<file path="config.mk">
export PLATFORM = sky130hd
export DESIGN_NAME = intr_ctrl
export DESIGN_NICKNAME = d
export VERILOG_FILES = /design/src/rtl/intr_pkg.sv /design/src/rtl/intr_ctrl_prio.sv /design/src/rtl/intr_ctrl.sv
export SDC_FILE = /design/constraint.sdc
export NUM_CORES = 1
export LEC_CHECK = 0
export CAP_MARGIN = 20
export CORE_MARGIN = 2
export CORE_UTILIZATION = 39
export CTS_BUF_LIST = sky130_fd_sc_hd__clkbuf_4 sky130_fd_sc_hd__clkbuf_8
export DETAILED_ROUTE_END_ITERATION = 8
export PLACE_DENSITY = 0.84
export SETUP_SLACK_MARGIN = 0.02
export SKIP_CTS_REPAIR_TIMING = 1
export SLEW_MARGIN = 20
export SYNTH_ARGS = -nofsm -noshare
export SYNTH_HDL_FRONTEND = slang
export SYNTH_HIERARCHICAL = 1
export SYNTH_SLANG_ARGS = --single-unit
</file>
<file path="constraint.sdc">
create_clock -name clk -period 2 [get_ports clk]
set_input_delay 0.2 -clock clk [delete_from_list [all_inputs] [get_ports clk]]
set_output_delay 0.2 -clock clk [all_outputs]
set_load 0.01 [all_outputs]
</file>
<file path="src/rtl/intr_pkg.sv">
// Shared definitions for the interrupt controller.
//   - Register offsets relative to the block base address.
//   - CTRL and INSVC bit positions.
//   - Source index width (enough for up to 32 sources).
//   - Encodings for the request/service FSM states.
package intr_pkg;

  localparam int OFF_PENDING = 'h0;
  localparam int OFF_ENABLE  = 'h4;
  localparam int OFF_CTRL    = 'h8;
  localparam int OFF_INSVC   = 'hC;

  localparam int CTRL_GIE_BIT    = 0;
  localparam int INSVC_VALID_BIT = 31;

  localparam int IDX_W = 5;

  typedef enum logic [1:0] {
    IDLE = 2'd0,
    REQ  = 2'd1,
    SVC  = 2'd2
  } intrState_t;

endpackage

</file>
<file path="src/rtl/intr_ctrl_prio.sv">
// PriorityEncoder: returns the lowest-index set bit of req.
// Ports:
//   req   - request vector, NUM_SRC bits
//   index - index of the lowest set bit (0 when none is set)
//   valid - high when any bit of req is set
module PriorityEncoder
  import intr_pkg::*;
#(
  parameter int NUM_SRC = 8
) (
  input  logic [NUM_SRC-1:0] req,
  output logic [IDX_W-1:0]   index,
  output logic               valid
);

  // Scan from the top so the last assignment is the lowest set bit.
  always_comb begin
    index = '0;
    valid = 1'b0;
    for (int i = NUM_SRC - 1; i >= 0; i--) begin
      if (req[i]) begin
        index = IDX_W'(i);
        valid = 1'b1;
      end
    end
  end

endmodule

</file>
<file path="src/rtl/intr_ctrl.sv">
// intr_ctrl: memory-mapped interrupt controller with edge/level sources,
// a lowest-index-first arbiter and a single (non-nested) service slot.
// Ports:
//   clk        - sole clock, rising edge
//   reset      - asynchronous active-low reset
//   src        - interrupt sources (synchronous to clk)
//   memAddrBus - CPU bus address
//   weBus      - CPU write strobe
//   reBus      - CPU read strobe
//   dataBusOut - CPU write data
//   dataBusIn  - read data (zero unless reBus and address hit)
//   intaAck    - CPU has vectored to the interrupt (one-cycle pulse)
//   reti       - CPU returned from the interrupt (one-cycle pulse)
//   inta       - interrupt request to the CPU
//   idn        - id of the requesting / in-service source
module intr_ctrl
  import intr_pkg::*;
#(
  parameter int                 DBITS     = 32,
  parameter int                 NUM_SRC   = 8,
  parameter logic [NUM_SRC-1:0] EDGE_MASK = {NUM_SRC{1'b1}},
  parameter logic [DBITS-1:0]   BASE_ADDR = 32'hF0000100,
  parameter logic [DBITS-1:0]   IDN_BASE  = 32'h0
) (
  input  logic               clk,
  input  logic               reset,
  input  logic [NUM_SRC-1:0] src,
  input  logic [DBITS-1:0]   memAddrBus,
  input  logic               weBus,
  input  logic               reBus,
  input  logic [DBITS-1:0]   dataBusOut,
  output logic [DBITS-1:0]   dataBusIn,
  input  logic               intaAck,
  input  logic               reti,
  output logic               inta,
  output logic [DBITS-1:0]   idn
);

  logic [NUM_SRC-1:0] srcReg, srcPrevReg;
  logic [NUM_SRC-1:0] pendingReg, pendingNext;
  logic [NUM_SRC-1:0] enableReg;
  logic               gieReg;
  intrState_t         stateReg, stateNext;
  logic [IDX_W-1:0]   curIdxReg;
  logic [DBITS-1:0]   idnReg;

  logic hitPending, hitEnable, hitCtrl, hitInsvc;
  logic ackFire, loadReq;
  logic [NUM_SRC-1:0] riseMask, w1cMask, ackMask, candReq;
  logic [IDX_W-1:0]   candIdx;
  logic               candValid;
  logic [DBITS-1:0]   insvcWord;
  logic               unusedData;

  assign hitPending = (memAddrBus == BASE_ADDR + DBITS'(OFF_PENDING));
  assign hitEnable  = (memAddrBus == BASE_ADDR + DBITS'(OFF_ENABLE));
  assign hitCtrl    = (memAddrBus == BASE_ADDR + DBITS'(OFF_CTRL));
  assign hitInsvc   = (memAddrBus == BASE_ADDR + DBITS'(OFF_INSVC));

  // Only the low NUM_SRC bits (and the GIE bit) of write data are used.
  assign unusedData = ^dataBusOut;

  // Edge detection works on the registered copy of src, which is what
  // gives the two-cycle src -> pending -> inta latency.
  assign riseMask = srcReg & ~srcPrevReg;
  assign ackFire  = (stateReg == REQ) && intaAck;
  assign w1cMask  = (weBus && hitPending) ? dataBusOut[NUM_SRC-1:0] : '0;
  assign ackMask  = ackFire ? (NUM_SRC'(1) << curIdxReg) : '0;

  // Per-source pending logic: edge bits are sticky with set-over-clear
  // priority; level bits just follow the registered source.
  generate
    for (genvar gi = 0; gi < NUM_SRC; gi++) begin : genPending
      if (EDGE_MASK[gi]) begin : genEdge
        assign pendingNext[gi] = riseMask[gi] |
                                 (pendingReg[gi] & ~(w1cMask[gi] | ackMask[gi]));
      end else begin : genLevel
        assign pendingNext[gi] = srcReg[gi];
      end
    end
  endgenerate

  assign candReq = pendingReg & enableReg;

  PriorityEncoder #(
    .NUM_SRC(NUM_SRC)
  ) uPrio (
    .req  (candReq),
    .index(candIdx),
    .valid(candValid)
  );

  // Request FSM. Once in REQ the latched source is committed: masking or
  // clearing it afterwards does not withdraw the request.
  always_comb begin
    stateNext = stateReg;
    case (stateReg)
      IDLE:    if (gieReg && candValid) stateNext = REQ;
      REQ:     if (intaAck)             stateNext = SVC;
      SVC:     if (reti)                stateNext = IDLE;
      default:                          stateNext = IDLE;
    endcase
  end

  assign loadReq = (stateReg == IDLE) && (stateNext == REQ);

  always_ff @(posedge clk or negedge reset) begin
    if (!reset) begin
      srcReg     <= '0;
      srcPrevReg <= '0;
      pendingReg <= '0;
      enableReg  <= '0;
      gieReg     <= 1'b0;
      stateReg   <= IDLE;
      curIdxReg  <= '0;
      idnReg     <= IDN_BASE;
    end else begin
      srcReg     <= src;
      srcPrevReg <= srcReg;
      pendingReg <= pendingNext;
      stateReg   <= stateNext;
      if (weBus && hitEnable) enableReg <= dataBusOut[NUM_SRC-1:0];
      if (weBus && hitCtrl)   gieReg    <= dataBusOut[CTRL_GIE_BIT];
      if (loadReq) begin
        curIdxReg <= candIdx;
        idnReg    <= IDN_BASE + DBITS'(candIdx);
      end
    end
  end

  // INSVC reports the index only while a source is actually in service.
  always_comb begin
    insvcWord = '0;
    if (stateReg == SVC) begin
      insvcWord[INSVC_VALID_BIT] = 1'b1;
      insvcWord[IDX_W-1:0]       = curIdxReg;
    end
  end

  always_comb begin
    dataBusIn = '0;
    if (reBus) begin
      if (hitPending)     dataBusIn = DBITS'(pendingReg);
      else if (hitEnable) dataBusIn = DBITS'(enableReg);
      else if (hitCtrl)   dataBusIn = DBITS'(gieReg);
      else if (hitInsvc)  dataBusIn = insvcWord;
    end
  end

  assign inta = (stateReg == REQ);
  assign idn  = idnReg;

endmodule

</file>
After elaboration in Yosys (flattened, before gate mapping)
Cells that the tools add are included.
Storage, ports and cells
  memories kept: 0
  RAM bits: 0
  logic and storage cells: 86
  output and inout bits: 65
  bits of input ports: 78
  bits in read-only memories: 0
  register bits: 40
  latch bits: 0
Operators by class
  div/mod/pow operators: 0
  equality and inequality tests: 7
  muxes and demuxes: 29
  reduce and logical (&&, ||, !) cells: 7
  shift operators: 1
  add/sub/neg operators: 0
  multipliers: 0
  $lt $le $gt $ge: 0
  bitwise logic cells: 35
Operators with widths (number)
  two-way mux 32 bit: 5
  equality test 32 bit (second input constant): 4
  two-way mux 3 bit: 8
  bitwise AND 8 bit: 2
  two-way mux 8 bit: 2
  OR 1 bit: 16
  two-way mux 1 bit: 9
  bitwise AND 1 bit: 8
  NOT 1 bit: 8
  NOT 8 bit: 1
  << shifter 1 x 5 -> 8 bit (first input constant): 1
  logical AND 1 bit: 6
  two-way mux 2 bit: 3
  case mux 2 bit (3 select lines): 1
  two-way mux 5 bit: 1
  equality test 2 x 1 -> 1 bit (second input constant): 2
  equality test 2 bit (second input constant): 1
  logical NOT 2 bit: 1

Longest topological paths before layout
  word-level depth: 14
  depth in mapped cells: 7
  mapped depth without buffers: 7

Modules after synthesis
Netlist, hierarchy kept.
Modules (own cells, without submodules)
  intr_ctrl: sequential area each 1001.0 sq um, area an instance 2275.9 sq um, cells each 223, instances 1
  PriorityEncoder: sequential area each 0.0 sq um, area an instance 98.8 sq um, cells each 16, instances 1

Least setup slack after synthesis
Ideal clock, no wire load.
  kind: input to register
  start point: input memAddrBus[22]
  end point: register enableReg[0]
  arrival time: 1566 ps
  setup time: 125 ps
  stages: 4
  buffers on the path: 0
  slack: 309 ps
  cells stage by stage: nor4_1 -> nand4b_1 -> nor4_4 -> mux2_2
On the way
  longest elaborated chain between the ends: 2
Ends and longest elaborated chain
  start: declaration: line intr_ctrl.sv:28  | input logic [DBITS-1:0] memAddrBus,
  equality test 32 bit: line intr_ctrl.sv:56  | assign hitEnable = (memAddrBus == BASE_ADDR + DBITS'(OFF_ENABLE));
  logical AND 1 bit: line intr_ctrl.sv:122  | if (weBus && hitEnable) enableReg <= dataBusOut[NUM_SRC-1:0];
  end signal: assignment: line intr_ctrl.sv:122
  end: declaration: line intr_ctrl.sv:41  | logic [NUM_SRC-1:0] enableReg;
Every way passes these cells.
A chain may end at the register's enable or synchronous reset.

Final worst setup path
  start point: input memAddrBus[22]
  end point: output dataBusIn[3]
On the way
  longest elaborated chain between the ends: 6
Ends and longest elaborated chain
  equality test 32 bit: line intr_ctrl.sv:58  | assign hitInsvc = (memAddrBus == BASE_ADDR + DBITS'(OFF_INSVC));
  two-way mux 32 bit: line intr_ctrl.sv:146  | else if (hitInsvc) dataBusIn = insvcWord;
  two-way mux 32 bit: line intr_ctrl.sv:145  | else if (hitCtrl) dataBusIn = DBITS'(gieReg);
  two-way mux 32 bit: line intr_ctrl.sv:144  | else if (hitEnable) dataBusIn = DBITS'(enableReg);
  two-way mux 32 bit (*): line intr_ctrl.sv:143  | if (hitPending) dataBusIn = DBITS'(pendingReg);
  two-way mux 32 bit (*): line intr_ctrl.sv:142  | if (reBus) begin
  end: declaration: line intr_ctrl.sv:32  | output logic [DBITS-1:0] dataBusIn,
Every way passes the cells marked *; elsewhere a longest branch is shown, timed or not.

==> metrics.cfg <==
[logic_synthesis]
yosysTopAreaCell=dfrtp_1
synth_common_cells=52 x buf_4, 40 x dfrtp_1, 21 x a21oi_1, 21 x nor2b_1, 13 x mux2_2
synthArstFlopShare_pct=100.0
syn-cell-area_mm2=0.002375
netlist.area_leader.share_pct=42.15
ys_warn_count=6
synth_seq_cells=40
synth_seq_area_share_pct=42.15
syn_area_per_cell_um2=9.936
yosysMostFrequentCell=buf_4
synth.area.top_cells=dfrtp_1 42%, buf_4 16%, mux2_2 6.2%
synth_ff_type=dfrtp_1
synth-edff-count=0
synthDistinctLibCells=34
synthesis.instances=239

[placement]
place_inst=396
io_buffers=68
gp_congestion=0.8839
pre_cts_ws_ns=-0.5368
hpwl_mm=4.730

[detailed_routing]
vias_per_cell=4.897
wirelength_mm=6.231
drc=0
first_pass_iters=4
drtIter0Drc=114
ant_nets=0
vias=1988
wl_per_cell_um=15.35

[die]
ios=143
die_h_um=82.04
dieArea_mm2=0.006730
die_w_um=82.04
core_mm2=0.005886
start_util_pct=40.35
num_rows=28

[sta]
min_period_ns=1.913
holdWs_ns=0.02074
setup_viol=0
fin_setup_tns_ns=0
post-route-period-util_pct=95.63
maxSlewViolCount=0
max_freq_ghz=0.5228
fin_ws_ns=0.08738
worst_pin_slew_ns=0.8924
finalClockSkew_ns=0.008799
slew_headroom_pct=40.51
hold_viol=0

[layout]
final_cells=406
area_growth_pct=41.04
final_nets=409
nFillCells=524
diodes=0
drive_gt1_share_pct=18.13

[outcome]
status=finished clean

[pwr]
power.leakage_nw=1.829
max-vdd-ir-drop_mv=0.4711
swShare_pct=23.97
clock_power_share_pct=35.4
power_density_mw_per_mm2=488.6
power_frac_seq_pct=50.8
p_switching_mw=0.3923
power.internal_mw=1.244
p_comb_share_pct=13.8

[global_route]
grt_pass1_vias=1935
grt_overflow=0
grt_pass1_wl_mm=8.838
track_usage_pct=18.00
antenna_found_initial=0
grt_max_degree=41

[setup_path]
crit_fanout=5
cp-end-kind=primary output
worstPathArrival_ns=1.71
critical_path_class=in2out
worst_setup_path_start_kind=input port
required_ns=1.80

[clock_tree]
htree_levels=2
clockBufferDepth=2
cts_made_buffers=5
clk_pin_slew_ns=0.08
clock_latency_ns=0.30
cts_tree=built
cts_sinks=40
clock-root-buffer=clkbuf_8

[hold_path]
hp-class=in2async

[job]
cap_viol_max_count=0

-- critical path, stage by stage --
cell and delay (ns):
clkdlybuf4s50_1 0.41, nor4_2 0.16, nand4b_1 0.22, nor3_2 0.16, buf_4 0.18, buf_6 0.11, o211a_1 0.15, buf_2 0.13
-- flip-flops by register name, indices dropped and copies added, names as in the netlist --
name,count
srcReg,8
srcPrevReg,8
stateReg,2
enableReg,8
pendingReg,8
curIdxReg,5
gieReg,1
-- through the flow --
stage / area, um^2 / total power, mW / util [%]
floorplan: 2562 / 0.9943 / -
global placement: 3077 / 1.061 / 52.27
detailed placement: 3077 / 1.064 / 52.27
CTS: 3173 / 1.635 / 53.91
global route: 3349 / 1.703 / 56.91
finish: 3349 / 1.636 / 56.91
-- cell usage in the layout (no fill, tap or decap), types with 5 or more instances in the layout --
cell type,instances
buf_4,22
conb_1,52
dfrtp_1,40
dlymetal6s2s_1,34
nand2_1,9
nor2_1,12
nand4b_1,5
and2_1,9
a21oi_1,21
clkdlybuf4s50_1,30
clkbuf_8,7
nor2b_1,21
mux2_2,13
-- layer usage --
metal  GRT usage (%)  vias up  share of wire (%)
li1                -      911                  -
met1           20.92      947                 36
met2           31.06      117                 51
met3           4.286       13                 11
met4           8.667        0                2.1
met5               0        -                  0
-- final timing paths --
path                                start             to  slack (ns)  depth (start not counted)
min reg2reg                     srcReg[5]  srcPrevReg[5]        0.37                          0
max in group asynchronous           reset   enableReg[3]        1.42                          1
max                        memAddrBus[22]   dataBusIn[3]        0.09                          8
min in group clk                   src[6]      srcReg[6]        0.33                          1
min                                 reset      srcReg[6]        0.02                          1
max reg2reg                 pendingReg[5]   curIdxReg[2]        0.20                          7
-- power groups by stage --
stage	Combinational, mW	Clock, mW	Sequential [mW]
6_report	0.227	0.579	0.831
5_1_grt	0.253	0.618	0.832
4_1_cts	0.218	0.586	0.831
3_5_place_dp	0.217	0	0.847
3_3_place_gp	0.216	0	0.845
2_1_floorplan	0.150	0	0.845
-- cell families after synthesis --
kind of cell / Yosys count / synth area share (%)
AND/OR/NAND/NOR: 88 / 23.71
buffers and inverters: 60 / 17.70
multiplexers: 14 / 7.113
other: 2 / 0.3162
AO/OA/AOI/OAI: 35 / 9.010
flip-flops: 40 / 42.15
-- area by class of cell --
cell class	instances	area, um^2	share of cell area (%)
Multi-Input combinational cell	189	1221	36.46
Sequential cell	40	1001	29.88
Timing Repair Buffer	91	922.1	27.53
Clock buffer	7	96.34	2.876
Tap cell	75	93.84	2.802
Inverter	4	15.01	0.4483
(Power assumes the default switching activity.)
==> patch 1 (same settings) <==
`NUM_SRC` is set to 8 in 2 places; all go to 4.
--- a/src/rtl/intr_ctrl_prio.sv
+++ b/src/rtl/intr_ctrl_prio.sv
@@ -6,7 +6,7 @@
 module PriorityEncoder
   import intr_pkg::*;
 #(
-  parameter int NUM_SRC = 8
+  parameter int NUM_SRC = 4
 ) (
   input  logic [NUM_SRC-1:0] req,
   output logic [IDX_W-1:0]   index,
--- a/src/rtl/intr_ctrl.sv
+++ b/src/rtl/intr_ctrl.sv
@@ -17,7 +17,7 @@
   import intr_pkg::*;
 #(
   parameter int                 DBITS     = 32,
-  parameter int                 NUM_SRC   = 8,
+  parameter int                 NUM_SRC   = 4,
   parameter logic [NUM_SRC-1:0] EDGE_MASK = {NUM_SRC{1'b1}},
   parameter logic [DBITS-1:0]   BASE_ADDR = 32'hF0000100,
   parameter logic [DBITS-1:0]   IDN_BASE  = 32'h0
Interface: changed (resized src); port bits go from 143 to 139. The function was not compared with the original's and may differ.
==> patch 1 against the original RTL <==
Routed wire length shrank 42%. Area after synthesis decreased by 31%. Setup slack better by 0.0018 ns. Via count decreased by 34%. Sequential cell count is 16 lower. Worst hold slack improved by 0.27 ns. Total power shrank 42%. Global-route usage down 2.4 points. Register-to-register slack better by 0.30 ns. Non-clock buffer count shrank 20. Cell area is 33% lower.
==> patch 1: results (changes against the original RTL) <==
Run status
  • Status: completed

Logic synthesis
  • Area contributors post-synth: dfrtp_1 37%, buf_4 26%, mux2_2 6.8%
  • Seq/Total Area, Yosys: 36.5% (-5.6 points)
  • Post-synth top cells: 56 x buf_4, 24 x dfrtp_1, 11 x nor2b_1

Global route
  • Met1 usage: 18.8% (-2.2 points)
  • First-pass GRT wire length: 5500 microns (-38%)
  • Met3 Resource Use GR: 3.25% (-1.0 points)
  • Vias in the first global route: 1,217 (-37%)
  • Met2 Use GR: 26.9% (-4.1 points)
  • GRT Overall Usage: 15.6% (-2.4 points)

Clock tree
  • Number of CTS-inserted buffers: 3 (-2)
  • H-tree depth: 1 (-1)
  • Clock insertion delay at the later pin of the skew report: 0.26 ns (-0.04 ns)

Critical path
  • Reg-to-reg slack, setup: 0.50 ns (+0.30 ns)
  • RR Startpoint: pendingReg[0]
  • Reg-to-Reg End: curIdxReg[0]
  • Worst-path maximum fanout: 6 (+1)

Final layout
  • # fillers: 355 (-32%)
  • Final core occ: 55.7% (-1.2 points)
  • Layout Nets: 317 (-22%)

Route
  • Vias: 1,304 (-34%)
  • Post-Route WL: 3610 microns (-42%)

Timing
  • Skew final: 0.00348 ns (-0.00532 ns)

Placed design
  • DPL Wire Length: 2820 microns (-40%)
  • Input/output buffers: 57 (-16%)
patch 1: final cells by class:
cell class	count	share of cell area (%)
sequential	24	26.8
timing repair buffer	71	30.2
clock buffer	3	1.84
tap	50	2.79
multi-input combinational	137	37.4
inverter	6	1.00
patch 1: worst max-delay path: stages:
cell and delay (ns):
clkdlybuf4s50_1 0.41, nor4b_2 0.25, nand4_1 0.13, nor3_1 0.21, buf_4 0.17, nor2b_2 0.19
clkbuf_2 0.15
patch 1: through the flow:
step	instances	TNS [ns]	hold WS, ns
final	291	0	0.287
after global routing	291	0	0.328
after CTS	291	-2.15	0.296
after global placement	288	-2.44	0.352
after detailed placement	288	-2.50	0.359
after floorplan	225	0	-0.0956
patch 1: power breakdown:
| group | internal, mW | switching [mW] |
|---|---|---|
| sequential | 0.493 | 0.00287 |
| clock | 0.134 | 0.132 |
| combinational | 0.0942 | 0.0937 |
patch 1: logic make-up (layout without fill, tap and decap cells):
group,after synthesis,count (layout),share of synthesized area (%)
buffers and inverters,64,80,27.4
other,2,56,0.456
AO/OA/AOI/OAI,19,19,7.91
AND/OR/NAND/NOR,52,52,20.9
flip-flops,24,24,36.5
multiplexers,10,10,6.84
patch 1: layer usage:
| layer | vias up | share of wire (%) | wire length [microns] |
|---|---|---|---|
| met1 | 598 | 38 | 1360 |
| met2 | 79 | 50 | 1820 |
| met3 | 8 | 10 | 360 |
| met5 | - | 0 | 0 |
| met4 | 0 | 2.1 | 76 |
| li1 | 619 | - | - |
patch 1: worst max-delay path by stage:
stage	cells after the start	end	slack (ns)	from
finish	7	dataBusIn[3]	0.09	memAddrBus[24]
global placement	7	dataBusIn[0]	-0.37	memAddrBus[18]
CTS	7	dataBusIn[0]	-0.40	memAddrBus[1]
global route	7	dataBusIn[3]	0.005	memAddrBus[6]
floorplan	6	curIdxReg[0]	0.40	enableReg[0]
detailed placement	7	dataBusIn[0]	-0.37	memAddrBus[1]
==> patch 2 (same flow settings) <==
Made on the original files. `pendingReg` no longer has a reset.
--- a/src/rtl/intr_ctrl.sv
+++ b/src/rtl/intr_ctrl.sv
@@ -108,7 +108,6 @@
     if (!reset) begin
       srcReg     <= '0;
       srcPrevReg <= '0;
-      pendingReg <= '0;
       enableReg  <= '0;
       gieReg     <= 1'b0;
       stateReg   <= IDLE;
@@ -117,7 +116,6 @@
     end else begin
       srcReg     <= src;
       srcPrevReg <= srcReg;
-      pendingReg <= pendingNext;
       stateReg   <= stateNext;
       if (weBus && hitEnable) enableReg <= dataBusOut[NUM_SRC-1:0];
       if (weBus && hitCtrl)   gieReg    <= dataBusOut[CTRL_GIE_BIT];
@@ -126,6 +124,10 @@
         idnReg    <= IDN_BASE + DBITS'(candIdx);
       end
     end
+  end
+
+  always_ff @(posedge clk) begin
+    pendingReg <= pendingNext;
   end
 
   // INSVC reports the index only while a source is actually in service.
Formal check against the unedited RTL: differs if reset is asserted again (counterexample within 4 cycles, from zero or initial values and one cycle with reset low); with reset held inactive, the same outputs for 4 cycles.
==> patch 2 against the original RTL <==
Area after synthesis decreased by 1.1%. Highest routed layer unchanged. Critical endpoint is now dataBusIn[1]. Sequential cell count unchanged. Sequential power about the same. Routed wire length decreased by 9.5%. First-iteration DRC count decreased by 59%. Setup slack improved by 0.020 ns. Synthesized cell count unchanged. Total power increased by 4.4%. Cell area increased by 0.71%.
==> patch 2: results (changes against the original RTL) <==
Global route
  • Largest net degree at the start of global routing: 33 (-20%)
  • Met3 Resource Use GR: 3.63% (-0.66 points)
  • GRT Overall Usage: 17.1% (-0.91 points)
  • First-pass GRT wire length: 8640 microns (-2.3%)
  • Vias in the first global route: 1,843 (-4.8%)
  • Met2 Use GR: 32.3% (+1.2 points)
  • Initial antenna violation count: 0 (unchanged)
  • Met1 usage: 19.1% (-1.8 points)

Critical path
  • Reg-to-reg slack, setup: 0.21 ns
  • Crit path largest cell delay: 0.27 ns (-0.14 ns)
  • Worst Path Arrival: 1.69 ns (-0.02 ns)
  • Crit-path slowest cell: nor4b_4
  • Worst-path maximum fanout: 4 (-1)
  • Critical path's top delay family: simple AND/OR/NAND/NOR gates

Route
  • Post-Route WL: 5640 microns (-9.5%)
  • Detailed Routing Iterations Pass 1: 4 (unchanged)
  • Via-to-Cell Ratio: 4.78 (-2.4%)
  • Number of DRC markers in iteration 0: 47 (-59%)

Timing
  • Final Worst Setup Slack: 0.108 ns (+0.0202 ns)
  • Skew final: 0.00785 ns (-0.000947 ns)
  • Max-slew violation count: 0 (unchanged)

Clock tree
  • Clock-pin slew on the worst setup and hold paths: 0.08 ns (about the same)
  • CTS max path bufs: 2 (unchanged)
  • Clock insertion delay at the later pin of the skew report: 0.30 ns (about the same)
  • H-tree depth: 2 (unchanged)
  • Number of CTS-inserted buffers: 5 (unchanged)
  • Clock Root Buffer: clkbuf_8

Placed design
  • Worst slack, placed: -0.607 ns (-0.0702 ns)
  • Cells after DPL: 398 (+0.51%)
  • Input/output buffers: 68 (unchanged)
  • DPL Wire Length: 4390 microns (-7.1%)
  • Global placer's final weighted congestion: 0.879 (-0.54%)

Run status
  • Status: completed

Final layout
  • Final Non-Filler Cells: 408 (+0.49%)
  • Layout cells sized above 1: 18.3% (+0.19 points)
  • # diodes: 0 (unchanged)

Pwr
  • Leak Pwr: 1.88 nW (+2.8%)
  • Worst VDD drop: 0.470 mV (-0.28%)
  • Switching share of total power: 23.7% (-0.28 points)

Logic synthesis
  • Yosys cell types: 36 (+5.9%)
  • Seq/Total Area, Yosys: 40.9% (-1.2 points)
  • Post-synth top cells: 52 x buf_4, 32 x dfrtp_1, 21 x a21oi_1, 21 x nor2b_1, 13 x mux2_2
  • Area contributors post-synth: dfrtp_1 34%, buf_4 17%, dfxtp_1 6.8%
  • Syn Inst Count: 239 (unchanged)
  • Post-synth ARST share: 80.0% (-20 points)
  • Synth warn: 6 (unchanged)

Worst hold path
  • HP Class: in -> async
[patch 2: power groups by stage]
| stage | Combinational (mW) | Clock [mW] | Sequential, mW |
|---|---|---|---|
| after global placement | 0.214 | 0 | 0.843 |
| after detailed placement | 0.216 | 0 | 0.845 |
| final | 0.220 | 0.661 | 0.828 |
| after CTS | 0.217 | 0.670 | 0.828 |
| after global routing | 0.245 | 0.702 | 0.830 |
| after floorplan | 0.151 | 0 | 0.843 |
[patch 2: worst paths after layout]
| check | from | cells after the start | endpoint |
|---|---|---|---|
| min reg2reg | srcReg[5] | 0 | srcPrevReg[5] |
| max in group asynchronous | reset | 2 | stateReg[0] |
| min in group clk | src[5] | 1 | srcReg[5] |
| min | reset | 2 | srcReg[4] |
| max reg2reg | enableReg[2] | 7 | curIdxReg[3] |
| max | memAddrBus[4] | 9 | dataBusIn[1] |
[patch 2: cell type report]
type,instances,area (sq um)
clock buffers,5,68.8
clock inverters,3,42.5
fillers,529,2510
inverters,4,15.0
multi-input cells,189,1240
flip-flops and latches,40,961
well taps,75,93.8
repair buffers,92,955
[patch 2: stage by stage]
| stage | instance area (sq um) | setup TNS [ns] | hold slack [ns] |
|---|---|---|---|
| global route | 3370 | -0.000839 | 0.323 |
| detailed placement | 3070 | -8.14 | 0.354 |
| finish | 3370 | 0 | 0.298 |
| global placement | 3070 | -7.61 | 0.353 |
| CTS | 3180 | -5.13 | 0.305 |
| floorplan | 2540 | 0 | -0.0956 |
[patch 2: logic make-up after synthesis]
group	Yosys count	synth area share [%]
multiplexers	14	7.19
other	2	0.320
flip-flops	40	40.9
buffers and inverters	60	17.9
AO/OA/AOI/OAI	35	9.11
AND/OR/NAND/NOR	88	24.6
[patch 2: layer usage]
metal	up-vias	part of all wire, %
met5	-	0
met4	0	1.2
met3	6	8.3
met2	98	54
met1	932	37
li1	913	-
